<file path="config.mk">
export PLATFORM = sky130hd
export DESIGN_NAME = keypad_code_sender
export DESIGN_NICKNAME = d
export VERILOG_FILES = /design/src/rtl/keypad_code_sender.sv
export SDC_FILE = /design/constraint.sdc
export NUM_CORES = 1
export LEC_CHECK = 0
export CAP_MARGIN = 10
export CORE_UTILIZATION = 40
export DETAILED_ROUTE_END_ITERATION = 8
export GPL_TIMING_DRIVEN = 0
export SETUP_SLACK_MARGIN = 0.5
export SYNTH_ARGS = -nofsm -noshare
export SYNTH_HDL_FRONTEND = slang
export SYNTH_SLANG_ARGS = --single-unit
export TNS_END_PERCENT = 30
</file>
<file path="constraint.sdc">
create_clock -name clk -period 2.59 [get_ports clk]
set_clock_uncertainty 0.2 [all_clocks]
set_input_delay 0.259 -clock clk [delete_from_list [all_inputs] [get_ports clk]]
set_output_delay 0.259 -clock clk [all_outputs]
set_load 0.05 [all_outputs]
</file>
<file path="src/rtl/keypad_code_sender.sv">
// Keypad-side driver for the access-code lock: buffers typed codes, strobes them
// to the lock one at a time, reports grant/deny, and locks out after repeated denies.
module keypad_code_sender #(
  parameter int unsigned FIFO_DEPTH     = 4,
  parameter int unsigned RESP_TIMEOUT   = 8,
  parameter int unsigned MAX_FAILS      = 3,
  parameter int unsigned LOCKOUT_CYCLES = 20
) (
  input  logic                            clk,
  input  logic                            reset,
  input  logic                            key_valid,
  input  logic [3:0]                      key_code,
  output logic                            key_ready,
  output logic [3:0]                      access_code,
  output logic                            validate_code,
  input  logic                            open_access_door,
  output logic                            grant,
  output logic                            deny,
  output logic                            lockout,
  output logic [$clog2(FIFO_DEPTH):0]     fifo_count,
  output logic [1:0]                      state_out
);

  localparam int unsigned PW  = $clog2(FIFO_DEPTH);
  localparam int unsigned CW  = PW + 1;
  localparam int unsigned RTW = $clog2(RESP_TIMEOUT + 1);
  localparam int unsigned FW  = $clog2(MAX_FAILS + 1);
  localparam int unsigned LTW = $clog2(LOCKOUT_CYCLES + 1);

  typedef enum logic [1:0] {
    IDLE = 2'b00,
    SEND = 2'b01,
    WAIT = 2'b10,
    LOCK = 2'b11
  } state_t;

  state_t          state;
  logic [3:0]      mem [FIFO_DEPTH];
  logic [PW-1:0]   wr_ptr;
  logic [PW-1:0]   rd_ptr;
  logic [CW-1:0]   count;
  logic [RTW-1:0]  resp_timer;
  logic [FW-1:0]   fail_cnt;
  logic [LTW-1:0]  lock_timer;

  logic full;
  logic empty;
  logic resp_expired;
  logic push;
  logic pop;
  logic flush;

  assign full         = (count == CW'(FIFO_DEPTH));
  assign empty        = (count == '0);
  assign key_ready    = !full && !lockout;
  assign resp_expired = (resp_timer == RTW'(RESP_TIMEOUT - 1));
  assign pop          = (state == IDLE) && !empty;
  // Final deny of a streak: the FIFO is flushed on the edge that enters LOCK.
  assign flush        = (state == WAIT) && !open_access_door && resp_expired &&
                        (fail_cnt == FW'(MAX_FAILS - 1));
  assign push         = key_valid && key_ready && !flush;

  assign fifo_count = count;
  assign state_out  = state;

  // FIFO storage; contents are don't-care until written.
  always_ff @(posedge clk) begin
    if (push) begin
      mem[wr_ptr] <= key_code;
    end
  end

  // FIFO pointers and occupancy.
  always_ff @(posedge clk) begin
    if (reset || flush) begin
      wr_ptr <= '0;
      rd_ptr <= '0;
      count  <= '0;
    end else begin
      if (push) begin
        wr_ptr <= wr_ptr + PW'(1);
      end
      if (pop) begin
        rd_ptr <= rd_ptr + PW'(1);
      end
      case ({push, pop})
        2'b10:   count <= count + CW'(1);
        2'b01:   count <= count - CW'(1);
        default: count <= count;
      endcase
    end
  end

  // Sequencer: present code, await door response, track failures and lockout.
  always_ff @(posedge clk) begin
    if (reset) begin
      state         <= IDLE;
      access_code   <= '0;
      validate_code <= 1'b0;
      grant         <= 1'b0;
      deny          <= 1'b0;
      lockout       <= 1'b0;
      resp_timer    <= '0;
      fail_cnt      <= '0;
      lock_timer    <= '0;
    end else begin
      validate_code <= 1'b0;
      grant         <= 1'b0;
      deny          <= 1'b0;
      case (state)
        IDLE: begin
          if (!empty) begin
            access_code   <= mem[rd_ptr];
            validate_code <= 1'b1;
            state         <= SEND;
          end
        end
        SEND: begin
          resp_timer <= '0;
          state      <= WAIT;
        end
        WAIT: begin
          if (open_access_door) begin
            grant    <= 1'b1;
            fail_cnt <= '0;
            state    <= IDLE;
          end else if (resp_expired) begin
            deny     <= 1'b1;
            fail_cnt <= fail_cnt + FW'(1);
            if (fail_cnt == FW'(MAX_FAILS - 1)) begin
              lockout    <= 1'b1;
              lock_timer <= '0;
              state      <= LOCK;
            end else begin
              state <= IDLE;
            end
          end else begin
            resp_timer <= resp_timer + RTW'(1);
          end
        end
        LOCK: begin
          if (lock_timer == LTW'(LOCKOUT_CYCLES - 1)) begin
            lockout  <= 1'b0;
            fail_cnt <= '0;
            state    <= IDLE;
          end else begin
            lock_timer <= lock_timer + LTW'(1);
          end
        end
        default: state <= IDLE;
      endcase
    end
  end

endmodule

</file>
; Yosys cells after proc, flatten, opt, wreduce, memory -nomap -nowiden
; Memory sizes are Yosys's and may differ from the RTL's. A register that Yosys moved wholly into a read port is not among the register bits.
; Cells that the tools add are included.
[totals]
out_inout_bits = 14
romBits = 0
inputBits = 8
word_cells = 94
mem_count = 1
latchBits = 0
reg_bits = 24
ram_bits = 16
[classes]
mul = 0
reduce_logical = 27
eq_ne = 17
magnitude_cmp = 0
mux = 28
n_addsub = 7
shifts = 0
n_bitwise = 3
div = 0
[memory_table]
columns = name, depth, word_bits, rd, rd_clocked_by_memory_dff, wr, line_no
row1 = mem, 4, 4, 1, 1, 1, 38  ; logic [3:0] mem [FIFO_DEPTH];
[ops]
columns = operator, n
row1 = 5-bit two-way mux, 4
row2 = 2-bit two-way mux, 7
row3 = 2-bit != test (second input constant), 6
row4 = 5-bit case mux with 2 select lines, 1
row5 = 5-bit AND reduction, 2
row6 = 1-bit two-way mux, 9
row7 = 3-bit AND reduction, 3
row8 = 2-bit equality test (second input constant), 4
row9 = 4-bit two-way mux, 2
row10 = 2-bit case mux with 4 select lines, 1
row11 = 4-bit case mux with 2 select lines, 1
row12 = 1-bit logical AND, 7
row13 = 2-bit by 1-bit adder with 2-bit output (second input constant), 3
row14 = 3-bit case mux with 2 select lines, 1
row15 = 2-bit nonzero test, 3
row16 = 5-bit by 1-bit adder with 5-bit output (second input constant), 1
row17 = 5-bit equality test (second input constant), 1
row18 = 1-bit logical NOT, 5
row19 = 4-bit by 1-bit adder with 4-bit output (second input constant), 1
row20 = 2-bit by 1-bit equality test with 1-bit output (second input constant), 2
row21 = 4-bit by 3-bit equality test with 1-bit output (second input constant), 1
row22 = 2-bit case mux with 2 select lines, 1
row23 = 2-bit OR reduction, 2
row24 = 3-bit by 1-bit adder with 3-bit output (second input constant), 1
row25 = other kinds (11), 13

; Depth between registers and ports, before layout
; Gate-level depths: netlist of the first run.
[depth]
ltp_word = 8
depth_mapped = 11
mapped_depth_nobuf = 10

; Least setup slack after synthesis of the first run
; Ideal clock, no wire load.
[synth_path]
path_type = reg2reg
startpoint = reg count[1] (netlist: fifo_count[1])
endpoint = reg count[2] (netlist: fifo_count[2])
setup_ns = 0.070
n_path_buf = 0
t_required_ns = 2.320
synth_period_minus_slack_ns = 2.946
stages_incl_launch_ff = 10
arrival_time_ns = 2.676
slack_ns = -0.356
cell_sequence = dfxtp_1 -> nor2_1 -> a211oi_1 -> o31a_2 -> inv_1 -> ha_1 -> fa_1 -> xnor2_1 -> or3_1 -> a21oi_1
[synth_between]
elab_chain_cells = 7
elab_cells_between_ends = 14
classes_between = add/sub: 2 / eq/ne: 3 / mux: 1 / reduce/logical: 8
[synth_lines]
columns = element, line_no
row1 = from (decl), 41  ; logic [CW-1:0] count;
row2 = from (signal assigned), 87  ; 2'b10: count <= count + CW'(1);
row3 = from (signal assigned), 88  ; 2'b01: count <= count - CW'(1);
row4 = from (signal assigned), 89  ; default: count <= count;
row5 = 3-bit equality test, 53  ; assign full = (count == CW'(FIFO_DEPTH));
row6 = 1-bit logical NOT, 55  ; assign key_ready = !full && !lockout;
row7 = 1-bit logical AND, 55
row8 = 1-bit logical AND (2 in a row), 61  ; assign push = key_valid && key_ready && !flush;
row9 = 2-bit by 1-bit equality test with 1-bit output / 2-bit equality test (equally long branches), 86  ; case ({push, pop})
row10 = 3-bit case mux with 2 select lines / 2-bit nonzero test (equally long branches), -
; Parallel ways exist; a longest one is shown, timed or not.
; A chain may end at the register's enable or synchronous reset.

; Final worst setup path of the first run
[layout_path]
startpoint = reg count[0] (netlist: fifo_count[0])
endpoint = reg count[2] (netlist: fifo_count[2])
[layout_between]
elab_cells_between_ends = 14
classes_between = add/sub: 2 / eq/ne: 3 / mux: 1 / reduce/logical: 8
[layout_lines]
columns = element, line_no
row1 = 3-bit logical NOT (*), 54  ; assign empty = (count == '0);
row2 = 1-bit logical NOT (*), -
row3 = 1-bit logical AND (*), 57  ; assign pop = (state == IDLE) && !empty;
row4 = net pop, 50  ; logic pop;
row5 = 2-bit by 1-bit equality test with 1-bit output / 2-bit equality test (equally long branches), 86
row6 = 3-bit case mux with 2 select lines / 2-bit nonzero test (equally long branches), -
; The timed path passes the listed nets; every way through them passes the cells marked *.

==> results_dict.tcl, run 1 <==
set metrics [dict create \
    outcome "complete, no violations" \
    cp_slowest_cell "or3_4" \
    met2WireLength_um 1834 \
    fin_nets 225 \
    clkPwrFrac_pct 17.7 \
    maxSlewViolCount 0 \
    internal-power_uw 1476 \
    clock-root-buffer "clkbuf_8" \
    worstPathCellList "or3_4 -> and2_1 -> buf_6 -> ha_4 -> fa_2 -> xnor2_1 -> or3_1 -> a21oi_2" \
    holdBufCountCts 0 \
    fp.dieW_um 72.39 \
    drtAntennaViolNets 0 \
    routed_wl_um 4005 \
    syn_to_final_growth_pct 25.76 \
    required_ns 2.62 \
    async_flop_share_pct 0 \
    yosysTopAreaCell "dfxtp_1" \
    ys_types 45 \
    final.min_clock_period_ns 2.341 \
    wl_per_cell_um 14.51 \
    fin_tns_setup_ns 0 \
    critPathCaptureType "register" \
    arrival_ns 2.37 \
    n_fill_cell 429 \
    ys_warn_count 0 \
    clock-sinks 44 \
    floorplan.rows 25 \
    drv_cap 0 \
    yosysMostFrequentCell "dfxtp_1" \
    min_path_type "in2reg" \
    max_freq_mhz 427.1 \
    crit_type "reg2reg" \
    clk_pin_slew_worst_paths_ns 0.08 \
    vias 1422 \
    drive_gt1_share_pct 21.53 \
    numCtsBuffers 5 \
    grt_pass1_wl_um 6686 \
    clockBufferDepth 2 \
    grt_overflow 0 \
    drt-met1-wl_um 1946 \
    antennaDiodeCount 0 \
    cts_tree "built" \
    die_h_um 72.39 \
    power.total_uw 2365 \
    pwr-share-comb_pct 43.2 \
    wl_met3_um 161 \
    clock_latency_ns 0.30 \
    rsz0062_at_grt "true" \
    highest_layer "met4" \
    max_stage_delay_ns 0.39 \
    yosys.area.top_type_share_pct 28.28 \
    critPathLaunchType "register" \
    placed_cells 262 \
    hold_violations 0 \
    grt_pass1_vias 1338 \
    synth_edf_count 16 \
    ys.flop_type "dfxtp_1" \
    syn_area_per_cell_um2 11.33 \
    switching_share_pct 37.59 \
    ios 22 \
    drt_pass1_iterations 4 \
    grt_start_max_net_pins 14 \
    antenna_found_initial 0 \
    tightest_slew_ns 0.5412 \
    ir_drop_uv 505.0 \
    post-dp-hpwl_um 2710 \
    netlist_instances 175 \
    seqPwrFrac_pct 39.0 \
    power.density_mw_per_mm2 949.0 \
    coreArea_mm2 0.004755 \
    via_per_inst 5.152 \
    grt_usage_pct 17.31 \
    ys_ff_latch 44 \
    crit_fanout 3 \
    ys_seq_area_share_pct 52.53 \
    drt_iter0_drc 68 \
    gp_congestion 0.7569 \
    synth_nets 192 \
    fin_crit_sh_pct 90.39 \
    p_switching_uw 889.1 \
    dieArea_mm2 0.005240 \
    synth_area_leaders "dfxtp_1 28%, edfxtp_1 24%, ha_1 5.1%" \
    p_leak_uw 0.0009412 \
    start_util_pct 41.68 \
    htree_levels 2 \
    max-slew-margin-rel_pct 63.92 \
    drc 0 \
    placement.io_buffers 20 \
    finalSetupViolCount 0 \
    fin_cells 276 \
    yosys-top-cells-count "28 x dfxtp_1, 20 x nor2_1, 16 x edfxtp_1" \
    syn_area_mm2 0.001982 \
]
layout by cell type, fill, tap and decap left out, drive strengths merged, types with 2 or more instances in the layout:
cell            n
nand2           9
xnor2           3
a21oi           9
nor2b           3
nor3            4
nand2b          2
nor3b           2
or3             2
nand3           6
o21ai           5
dfxtp          28
nor2           20
xor2            5
inv             7
mux2i           6
a211oi          2
edfxtp         16
buf             9
ha              8
and2            5
mux4            4
and3            4
clkbuf         10
clkdlybuf4s50  20
final timing paths:
path              depth (start not counted)     startpoint             to  slack (ns)
setup / recovery                          8  fifo_count[0]  fifo_count[2]        0.25
hold / removal                            2          reset   state_out[1]        0.18
setup reg to reg                          8  fifo_count[0]  fifo_count[2]        0.25
hold reg to reg                           1    fail_cnt[0]    fail_cnt[0]        0.24
area by class of cell:
| type | instances | area (um^2) | share of cell area [%] |
|---|---|---|---|
| flip-flops and latches | 44 | 1062 | 42.62 |
| multi-input cells | 117 | 940.9 | 37.75 |
| repair buffers | 26 | 245.2 | 9.839 |
| well taps | 67 | 83.83 | 3.363 |
| clock buffers | 6 | 72.57 | 2.912 |
| plain buffers | 7 | 50.05 | 2.008 |
| inverters | 7 | 26.28 | 1.054 |
| clock inverters | 2 | 11.26 | 0.4518 |
power by group through the flow:
stage | logic, uW | clock network (uW) | registers [uW]
after floorplan | 507 | 0 | 1150
after detailed placement | 964 | 0 | 944
after global placement | 953 | 0 | 940
after CTS | 1020 | 427 | 924
final | 1020 | 420 | 923
after global routing | 1100 | 461 | 938
logic make-up (layout without fill, tap and decap cells):
kind of cell | after synthesis | count (layout) | synth area share (%)
compound gates | 28 | 28 | 10.10
xor+xnor | 8 | 8 | 3.535
fa+ha+maj | 9 | 9 | 6.061
buf+inv | 14 | 48 | 2.841
flops | 44 | 44 | 52.53
mux | 11 | 11 | 8.144
simple gates | 61 | 61 | 16.79
flip-flops by register name, indices dropped and copies added, names as in the netlist:
signal / flops
validate_code: 1
access_code: 4
state_out: 2
rd_ptr: 2
lockout: 1
wr_ptr: 2
mem: 16
lock_timer: 5
resp_timer: 4
grant: 1
fifo_count: 3
deny: 1
fail_cnt: 2
per-stage QoR:
step / area, um^2 / util, % / hold WS (ns) / setup slack [ns]
3_3_place_gp: 2332 / 49.05 / 0.2533 / -0.1427
2_1_floorplan: 2048 / - / 0.1579 / 0.2188
6_report: 2492 / 52.42 / 0.1760 / 0.2489
5_1_grt: 2492 / 52.42 / 0.2111 / 0.1890
4_1_cts: 2474 / 52.03 / 0.1766 / 0.2606
3_5_place_dp: 2332 / 49.05 / 0.2592 / -0.1612
repair_timing:
| action | CTS | global route |
|---|---|---|
| cloned | 0 | 0 |
| buffers inserted | 4 | 2 |
| setup endpoints to repair | 3 | 6 |
| resized for setup | 6 | 1 |
| pin swaps | 1 | 0 |
routing by layer:
metal,global-route usage (%),up-vias
met2,26.58,31
met4,6.536,0
met3,5.139,5
li1,-,692
met5,0,-
met1,23.08,694
critical path, delay by kind of cell (launching register included):
kind / cells / cell delay (ns)
xor+xnor: 1 / 0.13
compound gates: 1 / 0.12
fa+ha+maj: 2 / 0.49
simple gates: 3 / 0.86
flops: 1 / 0.36
buf+inv: 1 / 0.12
No activity file was read; power rests on OpenSTA's default activity.
==> inputs of run 2 (changes only) <==
--- a/config.mk
+++ b/config.mk
@@ -6,7 +6,9 @@
 export NUM_CORES = 1
 export LEC_CHECK = 0
 export CAP_MARGIN = 10
+export CORE_MARGIN = 5
 export CORE_UTILIZATION = 40
+export CTS_CLUSTER_SIZE = 25
 export DETAILED_ROUTE_END_ITERATION = 8
 export GPL_TIMING_DRIVEN = 0
 export SETUP_SLACK_MARGIN = 0.5
==> results_dict.tcl, run 2 (synthesis gave the netlist of run 1 again) <==
set metrics [dict create \
    outcome "complete, no violations" \
    clock_latency_ns 0.30 \
    post-dp-hpwl_um 2952 \
    crit_path_start "fifo_count[0]" \
    placement.io_buffers 20 \
    crit_fanout 3 \
    clock-sinks 44 \
    largest-register "mem" \
    fp.dieW_um 80.39 \
    floorplan.rows 25 \
    rsz0062_at_grt "true" \
    vias 1413 \
    min-delay-start "reset" \
    maxSlewViolCount 0 \
    grt_pass1_wl_um 6913 \
    cp_slowest_cell "or3_4" \
    largest_register_ffs 16 \
    final.min_clock_period_ns 2.347 \
    arrival_ns 2.38 \
    ir_drop_uv 572.1 \
    utilization_pct 53.21 \
    worstPathCellList "or3_4 -> and2_4 -> buf_6 -> ha_4 -> fa_2 -> xnor2_1 -> or3_1 -> a21oi_1" \
    die_h_um 80.39 \
    fin_nets 227 \
    required_ns 2.62 \
    max_freq_mhz 426.0 \
    drtAntennaViolNets 0 \
    clock-root-buffer "clkbuf_8" \
    layout_common_cells "21 x dfxtp_1, 20 x clkdlybuf4s50_1, 19 x nor2_1, 16 x edfxtp_1, 9 x nand2_1" \
    place_area_mm2 0.002332 \
    min_path_type "in2reg" \
    grt_usage_pct 14.04 \
    path_delay_family "simple AND/OR/NAND/NOR gates" \
    n_fill_cell 416 \
    drt_pass1_iterations 4 \
    cts_tree "built" \
    setup_slack_ns 0.2428 \
    antennaDiodeCount 0 \
    layout_commonest_cell "dfxtp_1" \
    dieArea_mm2 0.006463 \
    multi_input_area_um2 939.7 \
    routed_wl_um 4066 \
    gp_congestion 0.7838 \
    place_ws_ns -0.2033 \
    start_util_pct 41.68 \
    numCtsBuffers 5 \
    max_stage_delay_ns 0.39 \
    htree_levels 2 \
    critPathCaptureType "register" \
    timing.rr.start "fifo_count[0]" \
    fin_crit_sh_pct 90.63 \
    drc 0 \
    wl_per_cell_um 14.63 \
    design_area_mm2 0.002530 \
    drt_iter0_drc 83 \
    reg_top3 "mem (16), lock_timer (5)" \
    holdBufCountCts 0 \
    grt_overflow 0 \
    critPathLaunchType "register" \
    antenna_found_initial 0 \
    drv_cap 0 \
    ff_latch_area_mm2 0.001062 \
    clockBufferDepth 2 \
    ios 22 \
    power.density_mw_per_mm2 983.2 \
    crit_buf_inv 1 \
    finalSetupViolCount 0 \
    coreArea_mm2 0.004755 \
    drive_gt1_share_pct 22.75 \
    via_per_inst 5.083 \
    hold_violations 0 \
    clk_pin_slew_worst_paths_ns 0.08 \
    p_leak_uw 0.0009709 \
    grt_start_max_net_pins 14 \
    syn_to_final_growth_pct 27.65 \
    tightest_slew_ns 0.5180 \
    crit_type "reg2reg" \
    max-slew-margin-rel_pct 65.47 \
    grt_pass1_vias 1466 \
]
[run 2: layer usage]
| layer | GRT usage (%) | up-vias | share of wire [%] |
|---|---|---|---|
| met2 | 21.52 | 29 | 47 |
| met5 | 0 | - | 0 |
| met1 | 18.23 | 683 | 47 |
| met3 | 4.148 | 9 | 4.1 |
| li1 | - | 692 | - |
| met4 | 6.250 | 0 | 1.8 |
[run 2: worst reg2reg max path: stages (launching register included)]
cell	delay [ns]
dfxtp_4	0.36
or3_4	0.39
and2_4	0.15
buf_6	0.11
ha_4	0.16
fa_2	0.33
xnor2_1	0.14
or3_1	0.32
a21oi_1	0.12
[run 2: layout make-up]
class                   instances  area share, %
plain buffers                   7          1.978
clock buffers                   6          2.868
clock inverters                 2          1.385
inverters                       7          1.039
multi-input cells             117          37.14
flip-flops and latches         44          41.99
well taps                      67          3.314
repair buffers                 28          10.29
[run 2: where the power goes]
group | switching [uW] | internal, uW | total [uW]
sequential | 78.9 | 845 | 924
clock | 235 | 286 | 522
combinational | 588 | 453 | 1040
[run 2: worst paths after layout]
kind | endpoint | slack [ns] | depth (start not counted)
max | fifo_count[2] | 0.24 | 8
min | state_out[1] | 0.17 | 2
max reg2reg | fifo_count[2] | 0.24 | 8
min reg2reg | fail_cnt[1] | 0.28 | 2
[run 2: repair_timing]
| item | in CTS | in global routing |
|---|---|---|
| setup buffers | 5 | 3 |
| endpoints found under the hold margin | 0 | 0 |
| resized for setup | 7 | 1 |
| pin swaps | 1 | 0 |
| setup endpoints to repair | 3 | 5 |
[run 2: through the flow]
| stage | power (uW) | setup TNS [ns] | hold WS (ns) | cells |
|---|---|---|---|---|
| floorplan | 1653 | 0 | 0.1579 | 175 |
| global placement | 1897 | -0.1424 | 0.2532 | 262 |
| detailed placement | 1927 | -0.2542 | 0.2729 | 262 |
| CTS | 2509 | 0 | 0.1613 | 275 |
| global route | 2619 | 0 | 0.2101 | 278 |
| finish | 2487 | 0 | 0.1662 | 278 |
==> inputs of run 3 (changes only) <==
--- a/config.mk
+++ b/config.mk
@@ -11,6 +11,7 @@
 export CTS_CLUSTER_SIZE = 25
 export DETAILED_ROUTE_END_ITERATION = 8
 export GPL_TIMING_DRIVEN = 0
+export HOLD_SLACK_MARGIN = 0.08
 export SETUP_SLACK_MARGIN = 0.5
 export SYNTH_ARGS = -nofsm -noshare
 export SYNTH_HDL_FRONTEND = slang
==> results of run 3 <==
Same layout as run 2: the final DEF is identical, and so are final timing and power.
